[src/rtl/voice_allocator_if.sv]
// Note-command handshake between a note source (master) and the voice allocator (slave).
interface voice_allocator_if;
   logic        note_valid;
   logic        note_ready;
   logic        note_on;
   logic [6:0]  note_key;
   logic [6:0]  note_velocity;
   logic [31:0] note_frequency;

   modport master (
      output note_valid, note_on, note_key, note_velocity, note_frequency,
      input  note_ready
   );

   modport slave (
      input  note_valid, note_on, note_key, note_velocity, note_frequency,
      output note_ready
   );
endinterface

[src/rtl/voice_allocator.sv]
// Polyphonic voice allocator: assigns note commands to voice slots and runs a
// linear attack/release envelope per voice, stepped by a divided tick.
module voice_allocator #(
   parameter int unsigned NUM_VOICES = 8,
   parameter int unsigned TICK_DIV   = 1024
) (
   input  logic                clk,
   input  logic                reset,
   voice_allocator_if.slave    note,
   input  logic [19:0]         attack_rate,
   input  logic [19:0]         release_rate,
   output logic [31:0]         frequencies   [NUM_VOICES],
   output logic [31:0]         voice_volumes [NUM_VOICES],
   output logic [3:0]          active_count
);

   localparam int unsigned PW = (NUM_VOICES > 1) ? $clog2(NUM_VOICES) : 1;
   localparam int unsigned CW = (TICK_DIV > 1) ? $clog2(TICK_DIV) : 1;
   localparam int unsigned VW = 21;

   typedef enum logic [1:0] {IDLE, ATTACK, SUSTAIN, RELEASE} vstate_t;

   vstate_t        state_q  [NUM_VOICES];
   vstate_t        state_d  [NUM_VOICES];
   logic [6:0]     key_q    [NUM_VOICES];
   logic [6:0]     key_d    [NUM_VOICES];
   logic [VW-1:0]  target_q [NUM_VOICES];
   logic [VW-1:0]  target_d [NUM_VOICES];
   logic [VW-1:0]  vol_q    [NUM_VOICES];
   logic [VW-1:0]  vol_d    [NUM_VOICES];
   logic [31:0]    freq_q   [NUM_VOICES];
   logic [31:0]    freq_d   [NUM_VOICES];

   logic [PW-1:0]  steal_q, steal_d;
   logic [CW-1:0]  tick_cnt_q;
   logic           tick_q;
   logic           ready_q;
   logic [3:0]     count_q, count_d;

   logic           accept;
   logic           is_on;
   logic           hit_f, idle_f, rel_f, steal;
   logic [PW-1:0]  hit_idx, idle_idx, rel_idx, sel_idx;
   logic [VW-1:0]  sum;

   assign note.note_ready = ready_q;
   assign accept          = note.note_valid && ready_q;
   assign is_on           = note.note_on && (note.note_velocity != 7'd0);
   assign active_count    = count_q;

   always_comb begin
      for (int v = 0; v < NUM_VOICES; v++) begin
         frequencies[v]   = freq_q[v];
         voice_volumes[v] = 32'(vol_q[v]);
      end
   end

   // Voice selection: retrigger, then lowest idle, then lowest releasing, then steal.
   always_comb begin
      hit_f    = 1'b0;
      idle_f   = 1'b0;
      rel_f    = 1'b0;
      hit_idx  = '0;
      idle_idx = '0;
      rel_idx  = '0;
      for (int v = 0; v < NUM_VOICES; v++) begin
         if (!hit_f && (state_q[v] == ATTACK || state_q[v] == SUSTAIN) &&
             key_q[v] == note.note_key) begin
            hit_f   = 1'b1;
            hit_idx = PW'(v);
         end
         if (!idle_f && state_q[v] == IDLE) begin
            idle_f   = 1'b1;
            idle_idx = PW'(v);
         end
         if (!rel_f && state_q[v] == RELEASE) begin
            rel_f   = 1'b1;
            rel_idx = PW'(v);
         end
      end
      steal = !hit_f && !idle_f && !rel_f;
      if (hit_f)       sel_idx = hit_idx;
      else if (idle_f) sel_idx = idle_idx;
      else if (rel_f)  sel_idx = rel_idx;
      else             sel_idx = steal_q;
   end

   // Per-voice next state: a command wins over the envelope tick for its voice.
   always_comb begin
      steal_d = steal_q;
      count_d = 4'd0;
      sum     = '0;
      for (int v = 0; v < NUM_VOICES; v++) begin
         state_d[v]  = state_q[v];
         key_d[v]    = key_q[v];
         target_d[v] = target_q[v];
         vol_d[v]    = vol_q[v];
         freq_d[v]   = freq_q[v];

         if (accept && is_on && PW'(v) == sel_idx) begin
            key_d[v]    = note.note_key;
            freq_d[v]   = note.note_frequency;
            target_d[v] = {1'b0, note.note_velocity, 13'd0};
            state_d[v]  = ATTACK;
            if (!hit_f) vol_d[v] = '0;
         end else if (accept && !is_on && key_q[v] == note.note_key &&
                      (state_q[v] == ATTACK || state_q[v] == SUSTAIN)) begin
            state_d[v] = RELEASE;
         end else if (tick_q) begin
            case (state_q[v])
               ATTACK: begin
                  sum = vol_q[v] + VW'(attack_rate);
                  if (sum >= target_q[v]) begin
                     vol_d[v]   = target_q[v];
                     state_d[v] = SUSTAIN;
                  end else begin
                     vol_d[v] = sum;
                  end
               end
               RELEASE: begin
                  if (vol_q[v] <= VW'(release_rate)) begin
                     vol_d[v]   = '0;
                     state_d[v] = IDLE;
                  end else begin
                     vol_d[v] = vol_q[v] - VW'(release_rate);
                  end
               end
               default: ;
            endcase
         end

         if (state_d[v] != IDLE) count_d = count_d + 4'd1;
      end

      if (accept && is_on && steal)
         steal_d = (steal_q == PW'(NUM_VOICES - 1)) ? '0 : steal_q + PW'(1);
   end

   always_ff @(posedge clk or posedge reset) begin
      if (reset) begin
         for (int v = 0; v < NUM_VOICES; v++) begin
            state_q[v]  <= IDLE;
            key_q[v]    <= '0;
            target_q[v] <= '0;
            vol_q[v]    <= '0;
            freq_q[v]   <= '0;
         end
         steal_q    <= '0;
         tick_cnt_q <= '0;
         tick_q     <= 1'b0;
         ready_q    <= 1'b0;
         count_q    <= '0;
      end else begin
         for (int v = 0; v < NUM_VOICES; v++) begin
            state_q[v]  <= state_d[v];
            key_q[v]    <= key_d[v];
            target_q[v] <= target_d[v];
            vol_q[v]    <= vol_d[v];
            freq_q[v]   <= freq_d[v];
         end
         steal_q    <= steal_d;
         tick_cnt_q <= (tick_cnt_q == CW'(TICK_DIV - 1)) ? '0 : tick_cnt_q + CW'(1);
         tick_q     <= (tick_cnt_q == CW'(TICK_DIV - 1));
         ready_q    <= 1'b1;
         count_q    <= count_d;
      end
   end

endmodule
[src/flat_wrapper.sv]
// flat-port wrapper written by rule: the top's interface ports become plain ports
module voice_allocator_flat 
#(
   parameter int unsigned NUM_VOICES = 8,
   parameter int unsigned TICK_DIV   = 1024
)
  (clk, reset, attack_rate, release_rate, frequencies, voice_volumes, active_count, note_note_valid, note_note_on, note_note_key, note_note_velocity, note_note_frequency, note_note_ready);
  voice_allocator_if note_i ();
  input  logic clk;
  input  logic reset;
  input  logic [19:0] attack_rate;
  input  logic [19:0] release_rate;
  output logic [31:0] frequencies[NUM_VOICES];
  output logic [31:0] voice_volumes[NUM_VOICES];
  output logic [3:0] active_count;
  input wire logic [$bits(note_i.note_valid)-1:0] note_note_valid;
  input wire logic [$bits(note_i.note_on)-1:0] note_note_on;
  input wire logic [$bits(note_i.note_key)-1:0] note_note_key;
  input wire logic [$bits(note_i.note_velocity)-1:0] note_note_velocity;
  input wire logic [$bits(note_i.note_frequency)-1:0] note_note_frequency;
  output wire logic [$bits(note_i.note_ready)-1:0] note_note_ready;
  assign note_i.note_valid = note_note_valid;
  assign note_i.note_on = note_note_on;
  assign note_i.note_key = note_note_key;
  assign note_i.note_velocity = note_note_velocity;
  assign note_i.note_frequency = note_note_frequency;
  assign note_note_ready = note_i.note_ready;
  voice_allocator #(.NUM_VOICES(NUM_VOICES), .TICK_DIV(TICK_DIV)) u_core (.clk(clk), .reset(reset), .note(note_i), .attack_rate(attack_rate), .release_rate(release_rate), .frequencies(frequencies), .voice_volumes(voice_volumes), .active_count(active_count));
endmodule
[config.mk]
export PLATFORM = sky130hd
export DESIGN_NAME = voice_allocator_flat
export DESIGN_NICKNAME = d
export VERILOG_FILES = /design/src/rtl/voice_allocator_if.sv /design/src/rtl/voice_allocator.sv /design/src/flat_wrapper.sv
export SDC_FILE = /design/constraint.sdc
export NUM_CORES = 2
export LEC_CHECK = 0
export CAP_MARGIN = 15
export CORE_ASPECT_RATIO = 0.7
export CORE_MARGIN = 3
export CORE_UTILIZATION = 57
export DETAILED_ROUTE_END_ITERATION = 6
export DONT_BUFFER_PORTS = 1
export PLACE_DENSITY_LB_ADDON = 0.08
export SKIP_CTS_REPAIR_TIMING = 1
export SYNTH_ARGS = -nofsm -noshare
export SYNTH_HDL_FRONTEND = slang
export SYNTH_SLANG_ARGS = --single-unit
[constraint.sdc]
create_clock -name clk -period 23.7 [get_ports clk]
set_input_delay 2.37 -clock clk [delete_from_list [all_inputs] [get_ports clk]]
set_output_delay 2.37 -clock clk [all_outputs]
set_load 0.005 [all_outputs]
==> results.sh <==
export IMPL_r2r_start="u_core.state_q[4]"
export IMPL_antenna_found_initial=6
export IMPL_firstDrtPassIters=7
export IMPL_synth_area_um2=41700
export IMPL_numPortBuffers=0
export IMPL_stdcell_area_um2=44600
export IMPL_synth_seq_cells=571
export IMPL_die_area_um2=76500
export IMPL_cts_tree="yes"
export IMPL_ys_seq_area_frac=0.343
export IMPL_clk_latency_ns=0.67
export IMPL_min_path_cells=1
export IMPL_tightest_slew_ns=1.21
export IMPL_p_leak_nw=21.2
export IMPL_ff2ff_path_depth=22
export IMPL_area_delta_synth_final_pct=6.94
export IMPL_overflow=0
export IMPL_power_density_nw_per_um2=131
export IMPL_synth_simple_gate_area_frac=0.112
export IMPL_ctsHtreeMaxLevel=2
export IMPL_crit_path_max_incr_delay_ns=0.69
export IMPL_syn_inst=4281
export IMPL_power_mw=5.82
export IMPL_status="finished clean"
export IMPL_setup_viol=0
export IMPL_synth_compound_area_share=0.187
export IMPL_hpwl_um=101000
export IMPL_grt_use_total=0.352
export IMPL_critPathMostFrequentCell="ha_1"
export IMPL_min_period_ns=7.86
export IMPL_tns_ns=0
export IMPL_synthFlopType="dfrtp_1"
export IMPL_nNetsFinal=4780
export IMPL_core_area_um2=72000
export IMPL_yosys_area_share_xor_xnor=0.0733
export IMPL_fin_crit_sh=0.332
export IMPL_clock_path_buffers=3
export IMPL_wirelength_um=139000
export IMPL_cts_buffers=58
export IMPL_critPathArrivalTime_ns=8.38
export IMPL_path_cells="inv_1 > ha_1 > nand4_1 > nor3_1 > nand2_1 > o41ai_1 > o2bb2ai_1 > a221oi_1 > a2111oi_4 > ha_1 > inv_1 > nand4_1 > and2_1 > ha_1 > xnor2_1 > mux2_2 > mux2_2 > mux2_2 > ha_1 > mux2_4 > ha_1 > mux2_2"
export IMPL_drv_slew=0
export IMPL_relSlewSlack=0.195
export IMPL_drv_cap=0
export IMPL_hold_viol=0
export IMPL_fp_dieW_um=329
export IMPL_first_global_vias=31400
export IMPL_startpoint_type="input port"
export IMPL_via_count=33800
export IMPL_grt_max_degree=149
export IMPL_hold_path_endpoint="u_core.tick_cnt_q[4]"
export IMPL_synthMuxAreaShare=0.105
export IMPL_end_kind="register"
export IMPL_cp_data_required_time_ns=24.22
export IMPL_dieHeight_um=232
export IMPL_ys_warn_count=0
export IMPL_path_class="in -> reg"
export IMPL_cp_slowest_cell="inv_1"
export IMPL_critPathMaxFanout=8
export IMPL_fillCellCount=6110
export IMPL_ys_types=104
export IMPL_drc_errors=0
export IMPL_root_buffer="clkbuf_16"
export IMPL_io_pins=607
export IMPL_start_util=0.579
export IMPL_async_reset_ff_frac=1.00
export IMPL_rsz0062_at_grt="no"
export IMPL_r2r_slack_ns=17.10
export IMPL_fmax_mhz=127
export IMPL_cp_num_buf_inv=2
export IMPL_synth_edf_count=0
export IMPL_grt_pass1_wl_um=204000
export IMPL_synth_area_per_cell_um2=9.74
export IMPL_min_from="u_core.tick_cnt_q[4]"
export IMPL_drtAntennaViolNets=0
export IMPL_cts_num_sinks=571
export IMPL_gp_congestion=0.967
export IMPL_viasPerCell=6.39
export IMPL_drtIter0Drc=3492
export IMPL_synthAdderAreaFrac=0.131
export IMPL_dpl_cell_area_um2=42500
export IMPL_hold_class="reg -> reg"
export IMPL_cp_top_family="adder cells"
export IMPL_peakVddDrop_uv=78.4
export IMPL_path_clk_slew_ns=0.07
export IMPL_wire_per_inst_um=26.3
export IMPL_drive_gt1_frac=0.134
export IMPL_synth_top_family_by_area="compound AO/OA/AOI/OAI gates"
export IMPL_num_rows=82
export IMPL_skew_ns=0.0374
export IMPL_timing_rr_end="u_core.active_count[1]"
-- where the power goes --
group	switching [mW]	internal [mW]
Sequential	0.464	1.34
Clock	0.426	0.587
Combinational	1.62	1.38
Total	2.51	3.31
-- cell usage after synthesis (38+ instances only) --
master / instances / area (µm²)
nor3_1: 78 / 390
a21o_1: 130 / 976
a31oi_1: 38 / 238
a21oi_1: 264 / 1320
dfrtp_1: 571 / 14300
a22oi_1: 67 / 503
nor2b_1: 38 / 238
o21bai_1: 82 / 616
a221o_1: 39 / 390
buf_4: 101 / 758
mux2_2: 355 / 4000
ha_1: 410 / 5130
nand2_1: 237 / 890
inv_1: 237 / 890
o21ai_0: 242 / 1210
nor2_1: 237 / 890
clkbuf_1: 84 / 315
nand4_1: 51 / 319
xor2_1: 114 / 998
xnor2_1: 225 / 1970
nand3_1: 87 / 435
nand2b_1: 44 / 275
-- metal layers --
metal / global-route usage / vias up / wire length (µm)
met1: 0.516 / 16500 / 60100
met3: 0.109 / 230 / 17300
met4: 0.104 / 0 / 4120
met2: 0.498 / 1595 / 57600
met5: 0 / - / 0
li1: - / 15500 / -
-- flip-flops by register name, indices dropped and copies added (netlist names) --
register and count:
u_core.active_count 4, u_core.tick_cnt_q 10, u_core.state_q 16, u_core.tick_q 1, u_core.target_q 56, u_core.voice_volumes 168
u_core.note.note_ready 1, u_core.frequencies 256, u_core.key_q 56, u_core.steal_q 3
-- layout make-up --
class                   count  area, µm²  area share
multi-input cells        3351      25700       0.577
diodes                     10       25.0    0.000561
clock inverters            26        417     0.00934
inverters                 237        897      0.0201
repair buffers             45        350     0.00786
flip-flops and latches    571      14300       0.320
well taps                 966       1210      0.0271
clock buffers              79       1680      0.0377
-- placed cells by master (no fill, tap or decap), types with 39 or more instances in the layout --
master and instances:
nor2_1 237, nand2b_1 44, xnor2_1 225, nand2_1 237, buf_4 44, nand4_1 51
a22oi_1 67, a21oi_1 259, clkbuf_16 58, nor3_1 78, a21o_1 130, o21ai_0 242
ha_1 410, conb_1 89, a221o_1 39, dfrtp_1 571, inv_1 236, o21bai_1 82
mux2_2 355, nand3_1 86, xor2_1 114
-- through the flow --
stage	util	hold slack [ns]	instances	worst slack, ns
detailed placement	0.590	0.455	5170	15.21
CTS	0.619	0.468	5275	15.89
floorplan	-	0.438	4368	5.36
global placement	0.590	0.458	5170	15.38
global route	0.619	0.495	5275	15.44
finish	0.619	0.464	5285	15.84
-- kinds of logic (layout without fill, tap and decap cells) --
kind of cell,count (synthesis),count (layout)
xor+xnor,343,343
compound gates,1156,1156
mux,391,391
fa+ha+maj,426,426
buf+inv,446,387
other cells,2,99
simple gates,946,946
flops,571,571
-- how the worst max path moves through the flow --
stage / start / depth (start not counted) / to
finish: release_rate[10] / 22 / u_core.active_count[1]
global route: release_rate[10] / 22 / u_core.active_count[1]
CTS: release_rate[10] / 22 / u_core.active_count[1]
detailed placement: release_rate[10] / 22 / u_core.active_count[1]
global placement: release_rate[10] / 22 / u_core.active_count[1]
floorplan: reset / 1 / u_core.active_count[0]
(Power assumes the default switching activity.)
